### src/rtl/bp_stream_nbf_loader_gen.sv
// bp_stream_nbf_loader_gen: deserialises NBF records from a host stream into I/O write commands,
// with optional memory-clear sweep, fence, per-core unfreeze sweep and sticky error reporting.
module bp_stream_nbf_loader_gen #(
   parameter int stream_data_width_p = 32,
   parameter int nbf_opcode_width_p = 8,
   parameter int nbf_addr_width_p = 40,
   parameter int nbf_data_width_p = 64,
   parameter int max_credits_p = 16,
   parameter bit clear_en_p = 1,
   parameter logic [nbf_addr_width_p-1:0] clear_base_p = 40'h80_0000_0000,
   parameter logic [nbf_addr_width_p-1:0] clear_limit_p = 40'h80_0400_0000,
   parameter int clear_stride_p = 8,
   parameter int num_core_p = 1,
   parameter bit unfreeze_en_p = 0,
   parameter logic [nbf_addr_width_p-1:0] freeze_base_p = 40'h00_0020_0008,
   parameter logic [nbf_addr_width_p-1:0] freeze_stride_p = 40'h00_0100_0000
) (
   input  logic                           clk_i,
   input  logic                           reset_n_i,
   output logic                           done_o,
   output logic                           error_o,
   output logic [nbf_addr_width_p-1:0]    io_cmd_addr_o,
   output logic [1:0]                     io_cmd_size_o,
   output logic [nbf_data_width_p-1:0]    io_cmd_data_o,
   output logic                           io_cmd_v_o,
   input  logic                           io_cmd_yumi_i,
   input  logic                           io_resp_v_i,
   output logic                           io_resp_ready_o,
   input  logic                           stream_v_i,
   input  logic [stream_data_width_p-1:0] stream_data_i,
   output logic                           stream_ready_o
);
   localparam int ow_lp = nbf_opcode_width_p;
   localparam int aw_lp = nbf_addr_width_p;
   localparam int dw_lp = nbf_data_width_p;
   localparam int rec_w_lp = ow_lp + aw_lp + dw_lp;
   localparam int flits_lp = (rec_w_lp + stream_data_width_p - 1) / stream_data_width_p;
   localparam int fcnt_w_lp = $clog2(flits_lp + 1);
   localparam int cred_w_lp = $clog2(max_credits_p + 1);
   localparam int core_w_lp = (num_core_p > 1) ? $clog2(num_core_p) : 1;
   localparam logic [1:0] clr_size_lp = 2'($clog2(clear_stride_p));

   typedef enum logic [2:0] {e_clear, e_load, e_fence, e_unfreeze, e_done} state_e;
   state_e state_r, state_n;

   logic [flits_lp*stream_data_width_p-1:0] sipo_r;
   logic [fcnt_w_lp-1:0] fcnt_r;
   logic [cred_w_lp-1:0] cred_r;
   logic [aw_lp-1:0] clr_addr_r, frz_addr_r;
   logic [core_w_lp-1:0] core_r;
   logic err_r, full, accept, pop, is_wr, is_fence, is_finish, bad_op, cred_ok;
   logic [ow_lp-1:0] opcode;
   logic [aw_lp-1:0] rec_addr, cmd_addr;
   logic [dw_lp-1:0] rec_data, cmd_data;
   logic [1:0] cmd_size;
   logic cmd_v, unused_pad;

   assign full = fcnt_r == fcnt_w_lp'(flits_lp);
   assign opcode = sipo_r[rec_w_lp-1 -: ow_lp];
   assign rec_addr = sipo_r[dw_lp +: aw_lp];
   assign rec_data = sipo_r[dw_lp-1:0];
   assign unused_pad = ^sipo_r;
   assign is_wr = opcode <= ow_lp'(3);
   assign is_fence = opcode == ow_lp'(8'hFE);
   assign is_finish = opcode == ow_lp'(8'hFF);
   assign bad_op = state_r == e_load && full && !is_wr && !is_fence && !is_finish;
   assign pop = state_r == e_load && full && (is_wr ? io_cmd_yumi_i : 1'b1);
   assign accept = stream_v_i && stream_ready_o;
   assign cred_ok = cred_r != cred_w_lp'(max_credits_p);

   always_ff @(posedge clk_i) begin
      if (!reset_n_i) begin
         state_r <= clear_en_p ? e_clear : e_load;
         fcnt_r <= '0;
         sipo_r <= '0;
         cred_r <= '0;
         err_r <= 1'b0;
         clr_addr_r <= clear_base_p;
         frz_addr_r <= freeze_base_p;
         core_r <= '0;
      end else begin
         state_r <= state_n;
         if (accept) sipo_r[int'(fcnt_r)*stream_data_width_p +: stream_data_width_p] <= stream_data_i;
         fcnt_r <= pop ? '0 : accept ? fcnt_r + fcnt_w_lp'(1) : fcnt_r;
         // a response with nothing outstanding is a protocol error; the count saturates at 0
         if (io_cmd_yumi_i && !io_resp_v_i) cred_r <= cred_r + cred_w_lp'(1);
         else if (io_resp_v_i && !io_cmd_yumi_i && cred_r != '0) cred_r <= cred_r - cred_w_lp'(1);
         if ((io_resp_v_i && cred_r == '0) || bad_op) err_r <= 1'b1;
         if (state_r == e_clear && io_cmd_yumi_i) clr_addr_r <= clr_addr_r + aw_lp'(clear_stride_p);
         if (state_r == e_unfreeze && io_cmd_yumi_i) begin
            frz_addr_r <= frz_addr_r + freeze_stride_p;
            core_r <= core_r + core_w_lp'(1);
         end
      end
   end

   always_comb begin
      state_n = state_r;
      case (state_r)
         e_clear: if (io_cmd_yumi_i && clr_addr_r == clear_limit_p) state_n = e_load;
         e_load: if (full && is_fence) state_n = e_fence;
            else if (full && is_finish) state_n = unfreeze_en_p ? e_unfreeze : e_done;
         e_fence: if (cred_r == '0) state_n = e_load;
         e_unfreeze: if (io_cmd_yumi_i && core_r == core_w_lp'(num_core_p - 1)) state_n = e_done;
         default: state_n = state_r;
      endcase
   end

   always_comb begin
      cmd_v = 1'b0;
      cmd_addr = rec_addr;
      cmd_data = rec_data;
      cmd_size = opcode[1:0];
      case (state_r)
         e_clear: begin
            cmd_v = 1'b1;
            cmd_addr = clr_addr_r;
            cmd_data = '0;
            cmd_size = clr_size_lp;
         end
         e_load: cmd_v = full && is_wr;
         e_unfreeze: begin
            cmd_v = 1'b1;
            cmd_addr = frz_addr_r;
            cmd_data = '0;
            cmd_size = 2'd3;
         end
         default: cmd_v = 1'b0;
      endcase
   end

   // outputs are held at their reset values for as long as reset is applied
   assign io_cmd_v_o = reset_n_i && cmd_v && cred_ok;
   assign io_cmd_addr_o = reset_n_i ? cmd_addr : '0;
   assign io_cmd_data_o = reset_n_i ? cmd_data : '0;
   assign io_cmd_size_o = reset_n_i ? cmd_size : '0;
   assign stream_ready_o = reset_n_i && !full && (state_r == e_load || state_r == e_clear);
   assign done_o = reset_n_i && state_r == e_done && cred_r == '0;
   assign error_o = reset_n_i && err_r;
   assign io_resp_ready_o = 1'b1;
endmodule

### config.mk
export PLATFORM = sky130hd
export DESIGN_NAME = bp_stream_nbf_loader_gen
export DESIGN_NICKNAME = d
export VERILOG_FILES = /design/src/rtl/bp_stream_nbf_loader_gen.sv
export SDC_FILE = /design/constraint.sdc
export NUM_CORES = 1
export LEC_CHECK = 0
export CORE_MARGIN = 10
export CORE_UTILIZATION = 45
export CTS_BUF_LIST = sky130_fd_sc_hd__clkbuf_4 sky130_fd_sc_hd__clkbuf_8
export CTS_CLUSTER_DIAMETER = 100
export DETAILED_ROUTE_END_ITERATION = 8
export MAX_ROUTING_LAYER = met4
export PLACE_DENSITY_LB_ADDON = 0.15
export RECOVER_POWER = 25
export SLEW_MARGIN = 40
export SYNTH_ARGS = -nofsm -noshare
export SYNTH_HDL_FRONTEND = slang
export SYNTH_SLANG_ARGS = --single-unit
### constraint.sdc
create_clock -name clk_i -period 4.6 [get_ports clk_i]
set_clock_uncertainty 0.15 [all_clocks]
set_input_delay 0.92 -clock clk_i [delete_from_list [all_inputs] [get_ports clk_i]]
set_output_delay 0.92 -clock clk_i [all_outputs]
set_load 0.01 [all_outputs]
==> results of run 1 <==
cell type report:
cell class / count / area, sq um / area share
Multi-Input combinational cell: 871 / 4768 / 0.4437
Sequential cell: 178 / 3565 / 0.3317
Timing Repair Buffer: 168 / 1603 / 0.1491
Tap cell: 265 / 331.6 / 0.03085
Clock buffer: 19 / 255.2 / 0.02375
Clock inverter: 13 / 163.9 / 0.01525
Inverter: 15 / 61.31 / 0.005704
layer usage:
layer,part of all wire,wire length (microns),global-route usage,up-vias
met4,0.017,475,0.05467,0
met2,0.45,12320,0.3194,297
met3,0.061,1689,0.04370,31
met5,0,0,-,-
met1,0.48,13150,0.2896,4066
li1,-,-,-,4265
cells in the final DEF (no fill, tap or decap), types with 4 or more instances in the layout:
cell,instances
clkdlybuf4s50_1,144
nor4_1,14
or4_1,7
inv_6,7
o22ai_1,17
nor3_1,9
a22oi_1,19
ha_1,13
mux2i_1,6
clkbuf_8,18
nand2b_1,4
nand3_1,107
clkbuf_1,5
a211oi_1,33
nand4_1,21
a21oi_1,131
and4_1,6
xor2_1,21
xnor2_1,26
dfxtp_1,177
or3_1,8
and3_1,78
buf_4,17
nor2_1,117
o21ai_0,28
inv_1,14
nand2_1,173
final timing paths:
check / from / to / slack [ns] / depth (start not counted)
worst max-delay path: reset_n_i / done_o / 0.27 / 4
worst min-delay path: sipo_r[32] / sipo_r[32] / 0.30 / 2
worst max register to register: fcnt_r[0] / sipo_r[53] / 0.86 / 9
worst min register to register: sipo_r[32] / sipo_r[32] / 0.30 / 2
cells by family (layout without fill, tap and decap cells):
family | after synthesis | count (layout) | synth area share
AO/OA/AOI/OAI | 239 | 239 | 0.1574
XOR/XNOR | 47 | 47 | 0.04679
adder cells (fa/ha/maj) | 14 | 14 | 0.02076
buffers and inverters | 123 | 215 | 0.05418
flip-flops | 178 | 178 | 0.4050
multiplexers | 7 | 7 | 0.008106
other | 1 | 1 | 0.0004262
AND/OR/NAND/NOR | 563 | 563 | 0.3073
sequential cells by signal, indices dropped and copies added, names as in the netlist:
signal	flops
state_r	3
err_r	1
fcnt_r	3
core_r	1
frz_addr_r	16
clr_addr_r	37
cred_r	5
sipo_r	112
through the flow:
step / setup WS [ns] / utilization / total power [W] / hold WS, ns / instance area, sq um
2_1_floorplan: 1.308 / - / 0.001796 / 0.2774 / 8798
3_3_place_gp: 0.6720 / 0.5352 / 0.001905 / 0.2833 / 10350
5_1_grt: 0.1943 / 0.5559 / 0.003136 / 0.3218 / 10750
4_1_cts: 0.5501 / 0.5574 / 0.003041 / 0.3050 / 10780
3_5_place_dp: 0.6685 / 0.5357 / 0.001908 / 0.2919 / 10360
6_report: 0.2719 / 0.5559 / 0.003020 / 0.3031 / 10750
power by group:
part | switching, W | internal, W
logic | 0.000166 | 0.000109
registers | 0.0000275 | 0.00157
clock network | 0.000624 | 0.000523
total | 0.000817 | 0.00220
synth_stat cells, types with 2 or more instances:
| library cell | count | share of area |
|---|---|---|
| and2_1 | 4 | 0.0028 |
| o21ai_0 | 28 | 0.016 |
| nor2_1 | 118 | 0.050 |
| clkbuf_1 | 99 | 0.042 |
| dfxtp_1 | 178 | 0.41 |
| nor3_1 | 9 | 0.0051 |
| and3_1 | 78 | 0.055 |
| mux2i_1 | 6 | 0.0068 |
| ha_1 | 13 | 0.018 |
| nand2b_1 | 4 | 0.0028 |
| or2_2 | 2 | 0.0014 |
| a21o_1 | 3 | 0.0026 |
| nor4_1 | 14 | 0.010 |
| nand3b_1 | 3 | 0.0026 |
| nand3_1 | 107 | 0.061 |
| o22ai_1 | 17 | 0.012 |
| a22oi_1 | 19 | 0.016 |
| buf_2 | 3 | 0.0017 |
| a211oi_1 | 33 | 0.028 |
| and4_1 | 6 | 0.0060 |
| inv_1 | 15 | 0.0064 |
| xor2_1 | 21 | 0.021 |
| or4_1 | 7 | 0.0060 |
| a21oi_1 | 131 | 0.075 |
| buf_1 | 4 | 0.0017 |
| o311ai_0 | 2 | 0.0020 |
| nand4_1 | 21 | 0.015 |
| or3_1 | 7 | 0.0050 |
| nor4b_1 | 4 | 0.0040 |
| xnor2_1 | 26 | 0.026 |
| nand2_1 | 173 | 0.074 |
critical path, cell delays in order:
cell and delay, ns:
clkbuf_1 0.66, inv_6 0.34, nor4b_1 0.65, clkdlybuf4s50_1 0.66
==> results.sh, run 1 <==
export IMPL_fmax_mhz=231.0
export IMPL_n_antenna_cell=0
export IMPL_synth_nets=1223
export IMPL_fp_dieH_microns=159.8
export IMPL_cts_tree="built"
export IMPL_htree_levels=4
export IMPL_critPathMaxFanout=63
export IMPL_critPathArrivalTime_ns=3.26
export IMPL_ys_seq_elements=178
export IMPL_yosys_warnings=0
export IMPL_layout_nets=1302
export IMPL_fin_crit_sh=0.9409
export IMPL_die_area_sq_mm=0.02555
export IMPL_cts_hold_buf=0
export IMPL_placementRows=51
export IMPL_ir_worst_vdd_mv=0.1806
export IMPL_cts_root_buffer="clkbuf_8"
export IMPL_overflow=0
export IMPL_critPathLaunchType="input port"
export IMPL_die_x_microns=159.8
export IMPL_slew_viol_final=66
export IMPL_via_count=8659
export IMPL_synth_top_flop_cell="dfxtp_1"
export IMPL_tightest_slew_ns=2.936
export IMPL_worstSetupPathType="input port to output port"
export IMPL_num_io_pins=148
export IMPL_outcome="finished with violations"
export IMPL_synth_edf_count=0
export IMPL_setup_viol=0
export IMPL_cp_required_ns=3.53
export IMPL_drc_errors=0
export IMPL_p_leak_nw=3.776
export IMPL_fillerInstances=1868
export IMPL_min_path_type="flop to flop"
export IMPL_netlist_area_sq_mm=0.008798
export IMPL_period_minus_slack_ns=4.328
export IMPL_drtIter0Drc=685
export IMPL_drtPass1Iterations=5
export IMPL_yosysUniqueCellTypes=48
export IMPL_syn_area_per_cell_sq_um=7.507
export IMPL_cts_buffers=17
export IMPL_antenna_found_initial=0
export IMPL_async_reset_ff_frac=0
export IMPL_drtAntennaViolNets=0
export IMPL_p_per_area_mw_per_mm2=281.0
export IMPL_start_util=0.4551
export IMPL_end_kind="output port"
export IMPL_gr_usage_all_layers=0.2138
export IMPL_finalSetupTns_ns=0
export IMPL_grt_pass1_vias=8049
export IMPL_drive_above_1_share=0.04668
export IMPL_hold_viol=0
export IMPL_grt_pass1_wl_microns=43790
export IMPL_cts_setup_buffers=0
export IMPL_clk_transition_reported_paths_ns=0.09
export IMPL_hpwl_microns=19280
export IMPL_grt_max_degree=66
export IMPL_avgRoutedWirePerCell_microns=18.07
export IMPL_max_slew_margin=-0.9575
export IMPL_clockBufferDepth=2
export IMPL_rsz0062_at_grt="false"
export IMPL_ys_seq_area_frac=0.4050
export IMPL_syn_inst=1172
export IMPL_cts_resized=0
export IMPL_area_growth_pct=22.16
export IMPL_dp_cells=1497
export IMPL_finalWirelength_microns=27640
export IMPL_io_buffer_count=146
export IMPL_failed_checks="max-capacitance violations, max-slew violations"
export IMPL_drv_cap=1
export IMPL_final_cell_count_no_fill=1529
export IMPL_via_per_inst=5.663
export IMPL_fp_coreArea_sq_mm=0.01933
export IMPL_place_congestion=0.8934
export IMPL_insertion_delay_ns=0.47
export IMPL_cts_sinks=178
Power figures use the tool's default switching activity.
==> run 2, diff against run 1 <==
--- a/config.mk
+++ b/config.mk
@@ -5,7 +5,7 @@
 export SDC_FILE = /design/constraint.sdc
 export NUM_CORES = 1
 export LEC_CHECK = 0
-export CORE_MARGIN = 10
+export CORE_MARGIN = 2
 export CORE_UTILIZATION = 45
 export CTS_BUF_LIST = sky130_fd_sc_hd__clkbuf_4 sky130_fd_sc_hd__clkbuf_8
 export CTS_CLUSTER_DIAMETER = 100
==> run 2 against run 1 <==
  * The flow still finishes with violations (max-capacitance violations, max-slew violations)
  * Non-clock buffer count rose by 5
  * Global-route usage rose by 5.6 points
  * Clock power rose by 10%
  * Design area rose by 0.99%
  * Sequential power barely moved
  * Setup slack improved by 0.073 ns
  * Worst hold slack got worse by 0.0015 ns
  * Critical path depth did not move
  * Count of clock-buffer cells in the layout rose by 1
  * Largest power group unchanged
==> results.sh, run 2 (synthesis gave the netlist of run 1 again) <==
export IMPL_outcome="finished with violations"
export IMPL_failed_checks="max-capacitance violations, max-slew violations"
export IMPL_die_area_sq_mm=0.02069
export IMPL_place_congestion=0.8862
export IMPL_cts_resized=0
export IMPL_largest_reg_flops=112
export IMPL_pre_cts_ws_ns=0.6605
export IMPL_drive_above_1_share=0.04890
export IMPL_finalPower_w=0.003153
export IMPL_drtIter0Drc=885
export IMPL_insertion_delay_ns=0.47
export IMPL_top_regs="sipo_r (112), clr_addr_r (37), frz_addr_r (16)"
export IMPL_antenna_found_initial=0
export IMPL_fin_crit_sh=0.9250
export IMPL_clk_transition_reported_paths_ns=0.09
export IMPL_grt_max_degree=66
export IMPL_max_slew_margin=-0.9874
export IMPL_slew_viol_final=66
export IMPL_fp_dieH_microns=143.8
export IMPL_combPwrFrac=0.090
export IMPL_finalSetupTns_ns=0
export IMPL_cts_root_buffer="clkbuf_8"
export IMPL_critPathLaunchType="input port"
export IMPL_via_per_inst=5.715
export IMPL_end_kind="output port"
export IMPL_critPathArrivalTime_ns=3.18
export IMPL_rsz0062_at_grt="false"
export IMPL_die_x_microns=143.8
export IMPL_start_util=0.4551
export IMPL_n_antenna_cell=0
export IMPL_num_io_pins=148
export IMPL_hold_viol=0
export IMPL_p_per_area_mw_per_mm2=290.5
export IMPL_fp_coreArea_sq_mm=0.01933
export IMPL_grt_pass1_vias=7794
export IMPL_gr_usage_all_layers=0.2698
export IMPL_clockBufferDepth=2
export IMPL_layout_setup_ws_ns=0.3451
export IMPL_path_cells="clkbuf_1 -> inv_6 -> nor4b_1 -> clkdlybuf4s50_1"
export IMPL_fmax_mhz=235.0
export IMPL_finalWirelength_microns=27210
export IMPL_design_area_sq_mm=0.01085
export IMPL_layout_nets=1307
export IMPL_critPathMaxFanout=36
export IMPL_cts_hold_buf=0
export IMPL_area_growth_pct=23.37
export IMPL_drc_errors=0
export IMPL_placementRows=51
export IMPL_hpwl_microns=18610
export IMPL_fillerInstances=1870
export IMPL_placed_area_sq_mm=0.01042
export IMPL_power_share_clock=0.403
export IMPL_ir_worst_vdd_mv=0.1778
export IMPL_htree_levels=4
export IMPL_avgRoutedWirePerCell_microns=17.75
export IMPL_tightest_slew_ns=2.981
export IMPL_overflow=0
export IMPL_cts_tree="built"
export IMPL_layout_cells_most_common="dfxtp_1"
export IMPL_drtPass1Iterations=5
export IMPL_drv_cap=1
export IMPL_period_minus_slack_ns=4.255
export IMPL_drtAntennaViolNets=0
export IMPL_p_int_w=0.002368
export IMPL_min_path_type="flop to flop"
export IMPL_slowest_stage="clkbuf_1"
export IMPL_grt_pass1_wl_microns=42580
export IMPL_p_leak_nw=3.829
export IMPL_worstSetupPathType="input port to output port"
export IMPL_io_buffer_count=146
export IMPL_via_count=8761
export IMPL_cts_setup_buffers=0
export IMPL_seq_power_share=0.507
export IMPL_cts_sinks=178
export IMPL_setup_viol=0
export IMPL_most_common_layout_cells="dfxtp_1, nand2_1, clkdlybuf4s50_1"
export IMPL_cts_buffers=17
export IMPL_switchingPower_w=0.0007857
export IMPL_regMostFlops="sipo_r"
export IMPL_cpPeakStageDelay_ns=0.71
export IMPL_cp_required_ns=3.53
export IMPL_switching_share=0.2492
## run 2: changes by cell type in the layout (fill, tap and decap cells not counted), sizes merged
| cell | change |
|---|---|
| clkinvlp | -1 |
| inv | -4 |
| bufinv | +3 |
| buf | +6 |
## run 2: layout make-up
cell class / instances / area, sq um / share of cell area
Timing Repair Buffer: 173 / 1668 / 0.1537
Tap cell: 265 / 331.6 / 0.03055
Multi-Input combinational cell: 871 / 4762 / 0.4387
Inverter: 15 / 61.31 / 0.005648
Clock inverter: 11 / 197.7 / 0.01821
Sequential cell: 178 / 3565 / 0.3284
Clock buffer: 20 / 269.0 / 0.02478
## run 2: power by group through the flow
| stage | sequential [W] | clock [W] | combinational, W |
|---|---|---|---|
| after detailed placement | 0.00163 | 0 | 0.000282 |
| after CTS | 0.00160 | 0.00129 | 0.000284 |
| after global placement | 0.00163 | 0 | 0.000278 |
| after floorplan | 0.00162 | 0 | 0.000172 |
| final | 0.00160 | 0.00127 | 0.000284 |
| after global routing | 0.00160 | 0.00135 | 0.000311 |
## run 2: stage by stage
step | cells | util | hold WS (ns)
final | 1533 | 0.5614 | 0.3015
after CTS | 1533 | 0.5631 | 0.3013
after detailed placement | 1502 | 0.5389 | 0.2886
after global routing | 1533 | 0.5614 | 0.3164
after floorplan | 1172 | - | 0.2774
after global placement | 1502 | 0.5385 | 0.2835
## run 2: critical path: cells and delay by family
family | cells | cell delay (ns)
and+or+nand+nor | 1 | 0.62
buffers and inverters | 3 | 1.63
## run 2: final timing paths
| kind | start | endpoint | slack, ns | depth (start not counted) |
|---|---|---|---|---|
| max | reset_n_i | done_o | 0.35 | 4 |
| min reg2reg | sipo_r[38] | sipo_r[38] | 0.30 | 2 |
| max reg2reg | fcnt_r[0] | sipo_r[87] | 1.00 | 10 |
| min | sipo_r[38] | sipo_r[38] | 0.30 | 2 |
## run 2: layer usage
metal | part of all wire | wire (microns) | up-vias | global-route usage
li1 | - | - | 4269 | -
met1 | 0.47 | 12860 | 4195 | 0.3864
met2 | 0.44 | 12040 | 261 | 0.3810
met3 | 0.065 | 1755 | 36 | 0.05965
met4 | 0.020 | 555 | 0 | 0.07534
met5 | 0 | 0 | - | -
==> patch 1 (flow settings as in run 2) <==
Put a register stage on the output `error_o`, without a reset. The value now appears one clock later. The other outputs are not delayed to match.
--- a/src/rtl/bp_stream_nbf_loader_gen.sv
+++ b/src/rtl/bp_stream_nbf_loader_gen.sv
@@ -136,7 +136,9 @@
    assign io_cmd_size_o = reset_n_i ? cmd_size : '0;
    assign stream_ready_o = reset_n_i && !full && (state_r == e_load || state_r == e_clear);
    assign done_o = reset_n_i && state_r == e_done && cred_r == '0;
-   assign error_o = reset_n_i && err_r;
+   always_ff @(posedge clk_i) begin
+      error_o <= reset_n_i && err_r;
+   end
    assign io_resp_ready_o = 1'b1;
 endmodule
 
Formal check against the unedited RTL: not equivalent (a bounded check fails within 4 cycles, from zero or initial values and one cycle with reset_n_i low).
==> patch 1 against run 2 <==
The run still ends with capacitance limit, slew limit left; global-route usage fell by 0.56 points; setup slack better by 27 ps; cell count down 0.26%; largest cell class unchanged; sequential cell count grew 1; synthesized area increased by 0.23%; wire length down 1.3%; critical endpoint is now io_cmd_data_o[21]; final area shrank 1.0%; power down 6.2%; via count decreased by 0.70%; first-iteration DRC count down 25%; combinational power is 3% lower; highest routed layer unchanged; critical path depth did not move.
==> patch 1: results (changes against run 2) <==
fraction of layout instances using a drive strength above 1 0.0483 (-0.000636); vias in the first global route 7689 (-1.3%); DP Area 10400 sq um (-0.37%); sequential power share 0.544 (+0.037); Sw Share 0.281 (+0.0314); Iter 0 DRT Violations 662 (-25%); run status complete, but fails checks; Adder-Cell Fraction of Synth Area 0.0207 (-0.0000471); number of fill cells 1863 (-0.37%); routability cong. 0.863 (-2.7%); port bufs 146 (unchanged); synth top area cells dfxtp_1 (41%), a21oi_1 (7.4%), nand2_1 (7.4%); Clock power frac 0.363 (-0.040); router iterations before antenna repair 5 (unchanged); H-tree levels 4 (unchanged); clock insertion delay at the later pin of the skew report 480 ps; max_cap viols 1 (unchanged); Lkg Pwr 3.77 nW (-1.6%); DR vias 8700 (-0.70%); multiplexer share of the synthesized area 0.00809 (-0.0000184); Reg clk slew, reported paths 100 ps; failing checks capacitance limit, slew limit; most instantiated cells after synthesis dfxtp_1 (179), nand2_1 (173), a21oi_1 (131); pre-CTS setup slack 640 ps (-20.3 ps); Final Total Pwr 2.96 mW (-6.2%); peak supply drop 0.000184 V (+3.7%); cts bufs inserted 17 (unchanged); HPWL Detailed 18100 um (-2.9%); largest net degree at the start of global routing 116 (+76%); Max FO, Critical Path 54 (+50%); All-Layer GR Usage 0.264 (-0.00564); CTS resizes 0 (unchanged); Post-Synth XOR/XNOR Area 0.0467 (-0.000106); Max-slew headroom -0.0775 (+0.910); DP Cell Count 1497 (-0.33%); count of final max-slew check failures 77 (+17%); Synth Area in Compound Gates 0.157 (-0.000357); Synth Instances 1173 (+0.085%); post-DR wirelength/cell 17.6 um (-1.0%); Seq/Total Area, Yosys 0.406 (+0.00135); Worst EP arrival 3160 ps (-20 ps); Hold Startpoint sipo_r[56]; net count reported at finish 1302 (-0.38%); vias per inst 5.69 (-0.44%); global-route wire length before repair 41800 um (-1.9%); final setup fails 0 (unchanged)
patch 1: cell count changes after synthesis:
cell,change
dfxtp_1,+1
patch 1: layout make-up:
cell class,instances,area [sq um],area share
multi-input combinational,871,4770,0.444
sequential,179,3590,0.334
timing repair buffer,167,1610,0.150
tap,265,332,0.0309
clock buffer,20,275,0.0256
clock inverter,12,114,0.0106
inverter,15,58.8,0.00547
patch 1: routing by layer:
layer	vias up	wire length, um	part of all wire	GRT usage
met5	-	0	0	-
met4	0	390	0.015	0.0640
li1	4256	-	-	-
met2	277	12000	0.45	0.385
met1	4140	13000	0.48	0.377
met3	27	1470	0.055	0.0523
patch 1: worst max-delay path: stages:
cell and delay (ps):
clkbuf_1 860, buf_4 530, and3_1 270, clkdlybuf4s50_1 540
patch 1: path summary, 6_finish.rpt:
kind	endpoint	slack (ps)	depth (start not counted)
worst min-delay path	sipo_r[56]	300	2
worst max-delay path	io_cmd_data_o[21]	370	4
worst min register to register	sipo_r[56]	300	2
worst max register to register	sipo_r[85]	960	10
==> patch 2 (config.mk and constraints of run 2) <==
Made on the original files. Change the parameter `nbf_opcode_width_p` from 8 to 16.
--- a/src/rtl/bp_stream_nbf_loader_gen.sv
+++ b/src/rtl/bp_stream_nbf_loader_gen.sv
@@ -2,7 +2,7 @@
 // with optional memory-clear sweep, fence, per-core unfreeze sweep and sticky error reporting.
 module bp_stream_nbf_loader_gen #(
    parameter int stream_data_width_p = 32,
-   parameter int nbf_opcode_width_p = 8,
+   parameter int nbf_opcode_width_p = 16,
    parameter int nbf_addr_width_p = 40,
    parameter int nbf_data_width_p = 64,
    parameter int max_credits_p = 16,
Behaviour: no difference found for any inputs over 10 cycles, from zero or initial values and one cycle with reset_n_i low; that may be too few to reach the edited logic, so the function may still have changed.
==> patch 2 against run 2 <==
Sequential cell count grew 8; synthesized area shrank 2.5%; final area shrank 3.1%; cell count shrank 3.8%; wire length shrank 7.8%; setup slack gained 35 ps; register-to-register slack lost 110 ps; critical endpoint is now io_cmd_addr_o[37]; largest cell class unchanged.
Power is not compared: it rests on default switching activity, and its combinational part moved more than twofold at a synthesized area within 25%.
==> patch 2: results (changes against run 2) <==
run status finished clean; synth top area cells dfxtp_1 (43%), nand2_1 (10%), a21oi_1 (7.1%); met3 routed WL 1480 um (-15%); pre-CTS setup slack 858 ps (+197 ps); slowest CP cell dfxtp_1; Crit. Startpoint state_r[2]; Worst Setup EP io_cmd_addr_o[37]; routability cong. 0.872 (-1.6%); most instantiated cells after synthesis nand2_1 (232), dfxtp_1 (186), a21oi_1 (122); final wirelength 25100 um (-7.8%); fraction of layout instances using a drive strength above 1 0.0500 (+0.00110); Seq/Total Area, Yosys 0.434 (+0.0290); largest net degree at the start of global routing 75 (+14%); met3 Track Usage GR 0.0485 (-0.0112); DP Area 10200 sq um (-2.4%); vias per inst 5.55 (-2.8%); Lkg Pwr 3.55 nW; WHS Endpoint sipo_r[25]; Reg-to-Reg End sipo_r[81]; Reg clk slew, reported paths 110 ps (+20 ps); global-route wire length before repair 39700 um (-6.7%); All-Layer GR Usage 0.253 (-0.0167); critical path's largest stage delay 590 ps (-120 ps); minimum clock period 4220 ps (-35.1 ps); port bufs 146 (unchanged); HPWL Detailed 17400 um (-6.6%); GR Util met2 0.384 (+0.00349); number of fill cells 1776 (-5.0%); synthesized net count 1178 (-3.7%); met1 WL 11800 um (-8.5%); peak supply drop 0.000221 V; Max clock buf depth 2 (unchanged); vias in the first global route 7532 (-3.4%); Top Registers sipo_r x120, clr_addr_r x37, frz_addr_r x16; Synth Area in Compound Gates 0.140 (-0.0174); WHS 307 ps (+5.00 ps); Iter 0 DRT Violations 618 (-30%); GR Util met1 0.348 (-0.0380); Synth Instances 1130 (-3.6%); net count reported at finish 1275 (-2.4%); Adder-Cell Fraction of Synth Area 0.0169 (-0.00385); final non-filler cell total 1474 (-3.8%); Top Metal Used met4; Max FO, Critical Path 44 (+22%); H-tree levels 4 (unchanged); Worst EP arrival 3150 ps (-30 ps); setup bufs post-CTS 0 (unchanged); hold depth 2 (unchanged); DP Cell Count 1442 (-4.0%); Syn. warnings 0 (unchanged); Hold Startpoint sipo_r[25]; Post-Synth XOR/XNOR Area 0.0490 (+0.00221); max_cap viols 0 (-1); multiplexer share of the synthesized area 0.00350 (-0.00461); asr flop ratio synth 0 (unchanged); Register-to-Register Path Depth 8 (-2); DR WL met2 11500 um (-4.2%); Max-slew headroom 0.266 (+1.25); reg2reg setup slack 890 ps (-110 ps)
patch 2: logic make-up (layout without fill, tap and decap cells):
| kind of cell | after synthesis | count (layout) |
|---|---|---|
| AO/OA/AOI/OAI | 215 | 215 |
| XOR/XNOR | 48 | 48 |
| adder cells (fa/ha/maj) | 11 | 11 |
| buffers and inverters | 101 | 211 |
| flip-flops | 186 | 186 |
| multiplexers | 3 | 3 |
| other | 1 | 1 |
| AND/OR/NAND/NOR | 565 | 565 |
patch 2: layout make-up:
cell class	instances	area [sq um]	area share
sequential	186	3720	0.354
inverter	14	55.1	0.00523
clock inverter	15	155	0.0147
clock buffer	17	234	0.0222
tap	234	293	0.0278
timing repair buffer	165	1590	0.151
multi-input combinational	843	4470	0.425
patch 2: power by group through the flow:
stage	logic, mW	registers (mW)	clock network, mW
2_1_floorplan	0.570	1.72	0
3_3_place_gp	0.860	1.76	0
3_5_place_dp	0.863	1.76	0
4_1_cts	0.865	1.72	1.11
5_1_grt	0.935	1.73	1.18
6_report	0.852	1.72	1.09
